File: config.mk
export PLATFORM = sky130hd
export DESIGN_NAME = pipelined_shifter
export DESIGN_NICKNAME = d
export VERILOG_FILES = /design/src/rtl/shifter_pkg.sv /design/src/rtl/shift_layer.sv /design/src/rtl/pipelined_shifter.sv
export SDC_FILE = /design/constraint.sdc
export NUM_CORES = 1
export LEC_CHECK = 0
export ABC_AREA = 1
export CAP_MARGIN = 20
export CORE_MARGIN = 4
export CORE_UTILIZATION = 54
export DETAILED_ROUTE_END_ITERATION = 16
export PLACE_DENSITY = 0.77
export SYNTH_ARGS = -nofsm -noshare
export SYNTH_HDL_FRONTEND = slang
export SYNTH_SLANG_ARGS = --single-unit
File: constraint.sdc
create_clock -name clk -period 1.8 [get_ports clk]
set_input_delay 0.18 -clock clk [delete_from_list [all_inputs] [get_ports clk]]
set_output_delay 0.18 -clock clk [all_outputs]
set_load 0.05 [all_outputs]
File: src/rtl/shifter_pkg.sv
// Shared definitions for the pipelined barrel shifter: mode encodings and stage-count helpers.
// Latency: n/a (package).
// Backpressure: n/a (package).
package shifter_pkg;

    // Operation select carried with every request through the pipeline.
    typedef enum logic [1:0] {
        MODE_SLL = 2'b00,
        MODE_SRA = 2'b01,
        MODE_ROR = 2'b10,
        MODE_SRL = 2'b11
    } shift_mode_e;

    // Number of register stages needed for `layers` shift layers grouped `per_stage` at a time.
    function automatic int stage_count(input int layers, input int per_stage);
        return (layers + per_stage - 1) / per_stage;
    endfunction

    // One past the index of the last layer owned by `stage` (the final stage may be short).
    function automatic int stage_hi(input int layers, input int per_stage, input int stage);
        int hi;
        hi = (stage + 1) * per_stage;
        return (hi < layers) ? hi : layers;
    endfunction

endpackage

File: src/rtl/shift_layer.sv
// One conditional shift-by-SHIFT layer of the barrel shifter, with running carry.
// Latency: 0 cycles (pure combinational).
// Backpressure: none; the enclosing pipeline stage decides when the result is captured.
//
// Ports:
//   data_in  - operand coming from the previous layer (or the stage input)
//   mode     - SLL / SRA / ROR / SRL
//   enable   - matching bit of the shift amount; when low the layer is transparent
//   carry_in - carry produced by earlier layers (0 at the first layer)
//   data_out - shifted operand
//   carry    - last bit shifted out by this layer, or carry_in when disabled
module shift_layer
    import shifter_pkg::*;
#(
    parameter int WIDTH = 16,
    parameter int SHIFT = 1
) (
    input  logic [WIDTH-1:0] data_in,
    input  shift_mode_e      mode,
    input  logic             enable,
    input  logic             carry_in,
    output logic [WIDTH-1:0] data_out,
    output logic             carry
);

    // The carry of the whole shift is the bit shifted out by the highest enabled
    // layer. Because earlier layers have already moved the operand by the lower
    // amount bits, the local "last bit out" here lines up with the bit position
    // the full shift amount would pick from the original operand.
    always_comb begin
        data_out = data_in;
        carry    = carry_in;
        if (enable) begin
            case (mode)
                MODE_SLL: begin
                    data_out = data_in << SHIFT;
                    carry    = data_in[WIDTH-SHIFT];
                end
                MODE_SRA: begin
                    data_out = $signed(data_in) >>> SHIFT;
                    carry    = data_in[SHIFT-1];
                end
                MODE_ROR: begin
                    data_out = {data_in[SHIFT-1:0], data_in[WIDTH-1:SHIFT]};
                    // Result MSB after rotation.
                    carry    = data_in[SHIFT-1];
                end
                MODE_SRL: begin
                    data_out = data_in >> SHIFT;
                    carry    = data_in[SHIFT-1];
                end
                default: begin
                    data_out = data_in;
                    carry    = carry_in;
                end
            endcase
        end
    end

endmodule

File: src/rtl/pipelined_shifter.sv
// Pipelined barrel shifter (SLL/SRA/ROR/SRL) with carry/zero flags and a sideband tag.
// Latency: NSTAGE = ceil(log2(WIDTH)/REG_EVERY) cycles from acceptance to out_valid.
// Backpressure: valid/ready; stages compress bubbles, in_ready drops only when stage 0 is held.
//
// Ports:
//   clk, rst                      - clock, asynchronous active-high reset
//   in_valid/in_ready             - request handshake
//   in_data, in_mode, in_amt      - operand, operation, shift amount
//   in_tag                        - opaque tag returned with the result
//   out_valid/out_ready           - result handshake
//   out_data, out_carry, out_zero - result and flags
//   out_tag                       - tag of the result
//   busy                          - any stage holds a request
module pipelined_shifter
    import shifter_pkg::*;
#(
    parameter int WIDTH     = 16,
    parameter int REG_EVERY = 2,
    parameter int TAG_W     = 4
) (
    input  logic                     clk,
    input  logic                     rst,
    input  logic                     in_valid,
    output logic                     in_ready,
    input  logic [WIDTH-1:0]         in_data,
    input  logic [1:0]               in_mode,
    input  logic [$clog2(WIDTH)-1:0] in_amt,
    input  logic [TAG_W-1:0]         in_tag,
    output logic                     out_valid,
    input  logic                     out_ready,
    output logic [WIDTH-1:0]         out_data,
    output logic                     out_carry,
    output logic                     out_zero,
    output logic [TAG_W-1:0]         out_tag,
    output logic                     busy
);

    localparam int NLAYER = $clog2(WIDTH);
    localparam int NSTAGE = stage_count(NLAYER, REG_EVERY);

    // Per-stage result payload; mode and the not-yet-consumed amount bits travel
    // in separate per-stage registers whose width shrinks stage by stage.
    typedef struct packed {
        logic [WIDTH-1:0] data;
        logic             carry;
        logic [TAG_W-1:0] tag;
    } res_t;

    logic [NSTAGE-1:0] vld;
    logic [NSTAGE-1:0] adv;
    logic [NSTAGE-1:0] load;
    res_t              res_d [NSTAGE];
    res_t              res_q [NSTAGE];

    // ------------------------------------------------------------------
    // Datapath: each stage owns layers [LO, HI) and registers their output.
    // ------------------------------------------------------------------
    for (genvar k = 0; k < NSTAGE; k++) begin : g_stg
        localparam int LO = k * REG_EVERY;
        localparam int HI = stage_hi(NLAYER, REG_EVERY, k);
        localparam int NL = HI - LO;

        res_t                  src;
        shift_mode_e           mode_src;
        logic [NLAYER-1:LO]    amt_src;
        logic [NL:0][WIDTH-1:0] lay_dat;
        logic [NL:0]           lay_cry;

        if (k == 0) begin : g_in
            // Carry starts at 0 so an all-zero amount yields carry 0.
            assign src      = '{data: in_data, carry: 1'b0, tag: in_tag};
            assign mode_src = shift_mode_e'(in_mode);
            assign amt_src  = in_amt;
        end else begin : g_link
            assign src      = res_q[k-1];
            assign mode_src = g_stg[k-1].g_ctl.mode_q;
            assign amt_src  = g_stg[k-1].g_ctl.amt_q;
        end

        assign lay_dat[0] = src.data;
        assign lay_cry[0] = src.carry;

        for (genvar l = 0; l < NL; l++) begin : g_lay
            shift_layer #(
                .WIDTH (WIDTH),
                .SHIFT (1 << (LO + l))
            ) u_layer (
                .data_in  (lay_dat[l]),
                .mode     (mode_src),
                .enable   (amt_src[LO+l]),
                .carry_in (lay_cry[l]),
                .data_out (lay_dat[l+1]),
                .carry    (lay_cry[l+1])
            );
        end

        assign res_d[k] = '{data: lay_dat[NL], carry: lay_cry[NL], tag: src.tag};

        // Control for the following stage; the last stage needs none.
        if (k < NSTAGE - 1) begin : g_ctl
            shift_mode_e        mode_q;
            logic [NLAYER-1:HI] amt_q;

            always_ff @(posedge clk or posedge rst) begin
                if (rst) begin
                    mode_q <= MODE_SLL;
                    amt_q  <= '0;
                end else if (load[k]) begin
                    mode_q <= mode_src;
                    amt_q  <= amt_src[NLAYER-1:HI];
                end
            end
        end
    end

    // ------------------------------------------------------------------
    // Flow control: a stage advances when downstream is empty or itself
    // advancing; evaluated from the output end so a full pipe can drain and
    // accept in the same cycle.
    // ------------------------------------------------------------------
    always_comb begin
        logic nxt_open;
        nxt_open = out_ready;
        adv      = '0;
        load     = '0;
        for (int k = NSTAGE - 1; k >= 0; k--) begin
            adv[k]   = vld[k] && nxt_open;
            nxt_open = !vld[k] || adv[k];
        end
        in_ready = !rst && nxt_open;
        load[0]  = in_valid && in_ready;
        for (int k = 1; k < NSTAGE; k++) begin
            load[k] = adv[k-1];
        end
    end

    // Payload registers only change on load, so a held stage keeps its
    // contents stable and un-accepted input cycles leave state untouched.
    always_ff @(posedge clk or posedge rst) begin
        if (rst) begin
            vld <= '0;
            for (int k = 0; k < NSTAGE; k++) begin
                res_q[k] <= '0;
            end
        end else begin
            for (int k = 0; k < NSTAGE; k++) begin
                if (load[k]) begin
                    vld[k]   <= 1'b1;
                    res_q[k] <= res_d[k];
                end else if (adv[k]) begin
                    vld[k]   <= 1'b0;
                end
            end
        end
    end

    // ------------------------------------------------------------------
    // Outputs
    // ------------------------------------------------------------------
    assign out_valid = vld[NSTAGE-1];
    assign out_data  = res_q[NSTAGE-1].data;
    assign out_carry = res_q[NSTAGE-1].carry;
    assign out_tag   = res_q[NSTAGE-1].tag;
    // Qualified by out_valid so the flag reads 0 out of reset.
    assign out_zero  = out_valid && (res_q[NSTAGE-1].data == '0);
    assign busy      = |vld;

endmodule

==> impl_metrics.toml, run 1 <==
[timing]
clock-skew-final_ns = 0.00802
max_freq_mhz = 585
final_hold_viol_count = 0
hold_ws_ns = 0.407
timing.final.crit_share_pct = 95.0
setup_viol = 0
worst_slew_pin_slew_ns = 0.596
maxSlewViolCount = 0
fin_setup_tns_ns = 0
slew_headroom_pct = 60.2
grt_setup_unrepaired = "no"
fin_crit_ns = 1.71

[global_route]
grt_max_degree = 49
grtUsageTotal_pct = 25.2
antenna_found_initial = 0
grt_overflow_total = 0
grt_pass1_wl_mm = 15.4
grt_pass1_vias = 3283

[detailed_routing]
drtIter0Drc = 296
wl_mm = 9.22
firstDrtPassIters = 5
routed_via_density = 5.58
wire_per_inst_um = 14.3
drc_errors = 0
antenna_left = 0
num_vias = 3609

[clock_tree]
root_buffer = "clkbuf_8"
path_clk_slew_ns = 0.09
cts_tree = "built"
cts_hold_buf = 0
cts_buffers = 5
cts_buffer_depth = 2
clk_latency_ns = 0.30
cts-htree-levels = 2
numClockSinks = 48

[min_path]
hold_end = "g_stg[1].src[1]$_DFFE_PP0P_"
min_from = "in_tag[1]"
hold_class = "input pin to flop"
min_path_cells = 3

[yosys]
synthCells = 514
ys_ff_latch = 48
synth_edf_count = 0
synthesis.nets = 544
ys_seq_area_share_pct = 35.3
ys_types = 27
ys.flop_type = "dfrtp_1"
async_flop_share_pct = 100
syn_avg_cell_area_um2 = 6.62
syn_area_um2 = 3400
synth-warning-count = 0

[layout]
layout_commonest_cell = "nand2_1"
layout_common_cells = "193 x nand2_1, 87 x nand3_1, 51 x clkdlybuf4s50_1"
finalCoreUtilization_pct = 70.3
antennaDiodeCount = 0
areaGrowthSynthToFinish_pct = 24.6
n_fill_cell = 526
drive_above_1_share_pct = 12.9
nNetsFinal = 601

[pwr]
clockPowerShare_pct = 20.0
power_frac_seq_pct = 33.4
power.density_nw_per_um2 = 1100
comb_power_share_pct = 46.7
vdd_drop_max_uv = 890
p_leak_nw = 2.06
switching_share_pct = 43.2
power.switching_w = 0.00201
internal_power_w = 0.00264

[die]
die_h_um = 87.4
ioPinCount = 55
initial_core_util_pct = 56.5
rows = 28
dieArea_um2 = 7630
core_area_um2 = 6030
die_w_um = 87.4

[worst_setup_path]
slowest_stage = "dfrtp_1"
reg2reg_slack_ns = 0.31
cp_slowest_stage_delay_ns = 0.42
cp_data_required_time_ns = 1.62
crit_type = "flop to output pin"
critPathTopFamily = "simple AND/OR/NAND/NOR gates"
cp_cell_sequence = "nor4_2, nand2_1, nor3_2, buf_12"
critPathBufInv = 1
crit_path_end_kind = "output pin"
worstReg2RegEnd = "out_data[6]$_DFFE_PP0P_"
reg2reg_from = "g_stg[0].g_ctl.mode_q[0]$_DFFE_PP0P_"
start_kind = "flop"
cp_data_arrival_time_ns = 1.53
crit_fanout = 3
r2r_cells = 7

[placed_design]
portBuffers = 54
dpl.hpwl_mm = 7.04
routabilityCongestion = 0.966

[status]
status = "finished clean"

[flow_run]
drv_cap = 0
==> power by group through the flow <==
stage / registers (W) / clock network [W] / logic, W
after floorplan: 0.00210 / 0 / 0.000923
after detailed placement: 0.00157 / 0 / 0.00215
after global routing: 0.00159 / 0.00101 / 0.00236
final: 0.00155 / 0.000929 / 0.00217
after global placement: 0.00156 / 0 / 0.00214
after CTS: 0.00155 / 0.000955 / 0.00216
==> Yosys cell counts (7+ instances only) <==
library cell,count,area [um^2]
o21ai_1,7,35.0
buf_6,7,78.8
nand2_1,193,724
nand3_1,87,435
buf_2,8,40.0
a21oi_1,18,90.1
or2_2,13,81.3
nand3_2,8,80.1
dfrtp_1,48,1200
inv_1,34,128
nor2_1,24,90.1
o21ai_0,25,125
clkbuf_1,8,30.0
==> worst max-delay path by stage <==
stage                             start                          endpoint  slack (ns)  cells past startpoint
3_5_place_dp                 in_mode[0]   g_stg[1].lay_dat[9]$_DFFE_PP0P_        0.04                      8
2_1_floorplan  out_data[13]$_DFFE_PP0P_                          out_zero       -0.06                      2
3_3_place_gp                 in_mode[0]  g_stg[1].lay_dat[12]$_DFFE_PP0P_        0.09                     10
6_report        out_data[1]$_DFFE_PP0P_                          out_zero        0.09                      4
4_1_cts         out_data[1]$_DFFE_PP0P_                          out_zero       0.005                      4
5_1_grt         out_data[1]$_DFFE_PP0P_                          out_zero        0.01                      4
==> layout make-up <==
cell class | instances | area [um^2] | share of cell area, %
clock buffer | 5 | 68.8 | 1.62
clock inverter | 3 | 68.8 | 1.62
inverter | 38 | 146 | 3.45
multi-input combinational | 403 | 1910 | 45.0
sequential | 48 | 1200 | 28.3
tap | 75 | 93.8 | 2.21
timing repair buffer | 75 | 753 | 17.8
==> metrics by stage <==
| step | instances | power [W] | setup WS (ns) | area, um^2 |
|---|---|---|---|---|
| finish | 647 | 0.00465 | 0.0895 | 4240 |
| floorplan | 514 | 0.00302 | -0.0556 | 3420 |
| global route | 647 | 0.00496 | 0.0104 | 4240 |
| CTS | 647 | 0.00467 | 0.00500 | 4230 |
| detailed placement | 639 | 0.00372 | 0.0370 | 4090 |
| global placement | 639 | 0.00370 | 0.0938 | 4090 |
==> metal layers <==
metal | vias to the layer above | routed length, um | track usage, %
met5 | - | 0 | 0
li1 | 1781 | - | -
met2 | 138 | 4440 | 41.1
met3 | 19 | 572 | 3.97
met1 | 1671 | 4000 | 33.9
met4 | 0 | 214 | 8.79
==> flip-flops by register name, indices dropped and copies added (netlist names) <==
signal,cells
out_data,16
g_stg.src,4
vld,2
out_tag,4
out_carry,1
g_stg.g_ctl.amt_q,2
g_stg.lay_dat,16
g_stg.lay_cry,1
g_stg.g_ctl.mode_q,2
==> worst reg2reg max path, delay by kind of cell, from the launching register on <==
| family | cells | cell delay, ns |
|---|---|---|
| and+or+nand+nor | 5 | 0.70 |
| DFF | 1 | 0.46 |
| AOI/OAI and AO/OA | 2 | 0.26 |
==> timing repair <==
item / CTS / global route
buffers inserted: 0 / 0
endpoints found under the setup margin: 0 / 1
gates resized for setup: 0 / 1
==> logic make-up (layout without fill, tap and decap cells) <==
family          after synthesis  after routing  synth area share [%]
simple gates                340            340                  45.1
compound gates               63             63                  10.4
buf+inv                      63            121                  9.23
flops                        48             48                  35.3
Power figures use the tool's default switching activity.
==> inputs of run 2 (changes only) <==
--- a/config.mk
+++ b/config.mk
@@ -11,6 +11,7 @@
 export CORE_UTILIZATION = 54
 export DETAILED_ROUTE_END_ITERATION = 16
 export PLACE_DENSITY = 0.77
+export SLEW_MARGIN = 20
 export SYNTH_ARGS = -nofsm -noshare
 export SYNTH_HDL_FRONTEND = slang
 export SYNTH_SLANG_ARGS = --single-unit
==> results of run 2 <==
Same layout as run 1: the final DEF is identical, and so are final timing and power.
==> inputs of run 3 (changes only) <==
--- a/config.mk
+++ b/config.mk
@@ -11,6 +11,7 @@
 export CORE_UTILIZATION = 54
 export DETAILED_ROUTE_END_ITERATION = 16
 export PLACE_DENSITY = 0.77
+export SETUP_SLACK_MARGIN = 0.02
 export SLEW_MARGIN = 20
 export SYNTH_ARGS = -nofsm -noshare
 export SYNTH_HDL_FRONTEND = slang
==> impl_metrics.toml, run 3 (synthesized netlist as in run 1, its figures left out) <==
[status]
status = "finished clean"

[timing]
clock-skew-final_ns = 0.00808
final_hold_viol_count = 0
finalWorstSetupSlack_ns = 0.0891
fin_crit_ns = 1.71
slew_headroom_pct = 60.3
worst_slew_pin_slew_ns = 0.595
grt_setup_unrepaired = "yes"
setup_viol = 0
timing.final.crit_share_pct = 95.1
max_freq_mhz = 584
maxSlewViolCount = 0

[pwr]
vdd_drop_max_uv = 891
p_leak_nw = 2.06
power.density_nw_per_um2 = 1100

[clock_tree]
numClockSinks = 48
cts_tree = "built"
root_buffer = "clkbuf_8"
postCtsSetupRepairBufs = 0
path_clk_slew_ns = 0.09
cts_hold_buf = 0
cts_buffers = 5
cts_buffer_depth = 2
clk_latency_ns = 0.30
cts-htree-levels = 2

[layout]
areaGrowthSynthToFinish_pct = 24.6
n_fill_cell = 526
drive_above_1_share_pct = 12.9
layout_commonest_cell = "nand2_1"
antennaDiodeCount = 0
fin_area_um2 = 4240
nNetsFinal = 601
layout_common_cells = "193 x nand2_1, 87 x nand3_1, 51 x clkdlybuf4s50_1"

[global_route]
antenna_found_initial = 0
grt_pass1_vias = 3286
grt_max_degree = 49
grt_pass1_wl_mm = 15.4
grt_overflow_total = 0
grtUsageTotal_pct = 25.3

[worst_setup_path]
critPathBufInv = 1
cp_cell_sequence = "nor4_2, nand2_1, nor3_2, buf_12"
cp_slowest_stage_delay_ns = 0.42
crit_path_end_kind = "output pin"
cp_data_arrival_time_ns = 1.53
path_depth = 4
crit_type = "flop to output pin"
slowest_stage = "dfrtp_1"
critPathTopFamily = "simple AND/OR/NAND/NOR gates"
r2r_cells = 7
crit_fanout = 3
start_kind = "flop"
cp_data_required_time_ns = 1.62

[flow_run]
drv_cap = 0

[die]
dieArea_um2 = 7630
ioPinCount = 55
rows = 28
die_h_um = 87.4
core_area_um2 = 6030
die_w_um = 87.4
initial_core_util_pct = 56.5

[detailed_routing]
drtIter0Drc = 260
drc_errors = 0
antenna_left = 0
firstDrtPassIters = 5
wire_per_inst_um = 14.2
wl_mm = 9.20
routed_via_density = 5.56
num_vias = 3595

[placed_design]
routabilityCongestion = 0.966
dpl.hpwl_mm = 7.04
pre_cts_slack_ns = 0.0370
portBuffers = 54
placedInstanceArea_um2 = 4090

[min_path]
min_path_cells = 3
hold_class = "input pin to flop"
## run 3: cell counts in the layout (fill, tap and decap cells not counted)
Identical to the previous run, type by type.
## run 3: tightest hold or removal path, cell delays in order
cell and delay [ns]:
clkdlybuf4s50_1 0.39, nand2_1 0.06, nand2_1 0.04
## run 3: worst paths after layout
path	from	endpoint	slack (ns)
max	out_data[1]$_DFFE_PP0P_	out_zero	0.09
min	in_tag[1]	g_stg[1].src[1]$_DFFE_PP0P_	0.41
max reg2reg	g_stg[0].g_ctl.mode_q[0]$_DFFE_PP0P_	out_data[6]$_DFFE_PP0P_	0.30
min reg2reg	g_stg[1].src[0]$_DFFE_PP0P_	out_tag[0]$_DFFE_PP0P_	0.48
max in group asynchronous	rst	g_stg[1].lay_dat[13]$_DFFE_PP0P_	0.78
min in group asynchronous	rst	out_tag[1]$_DFFE_PP0P_	0.62
## run 3: layer usage
metal  GRT usage, %  share of wire, %  wire length, um  vias up
met5              0                 0                0        -
met4           8.51               2.3              212        0
met3           3.97               5.7              520       20
met2           41.5                48             4430      139
met1           33.8                44             4040     1656
li1               -                 -                -     1780
## run 3: timing repair
item,in CTS,in global routing
endpoints found under the setup margin,1,1
gates cloned,0,0
resized for setup,1,0
## run 3: final cells by class
cell class	count	area, um^2	share of cell area [%]
tap	75	93.8	2.21
sequential	48	1200	28.3
clock buffer	5	68.8	1.62
multi-input combinational	403	1910	45.0
inverter	38	146	3.45
timing repair buffer	75	753	17.8
clock inverter	3	68.8	1.62
## run 3: per-stage QoR
| stage | TNS (ns) | cells | utilization (%) | hold slack [ns] | power [W] |
|---|---|---|---|---|---|
| after floorplan | -0.0556 | 514 | - | 0.229 | 0.00302 |
| after global placement | 0 | 639 | 67.9 | 0.451 | 0.00370 |
| after detailed placement | 0 | 639 | 67.9 | 0.456 | 0.00372 |
| after CTS | 0 | 647 | 70.3 | 0.395 | 0.00467 |
| after global routing | 0 | 647 | 70.3 | 0.403 | 0.00496 |
| final | 0 | 647 | 70.3 | 0.409 | 0.00465 |
## run 3: power breakdown
part / internal [W] / switching (W) / total [W]
sequential: 0.00134 / 0.000215 / 0.00155
combinational: 0.000745 / 0.00142 / 0.00217
clock: 0.000559 / 0.000369 / 0.000928
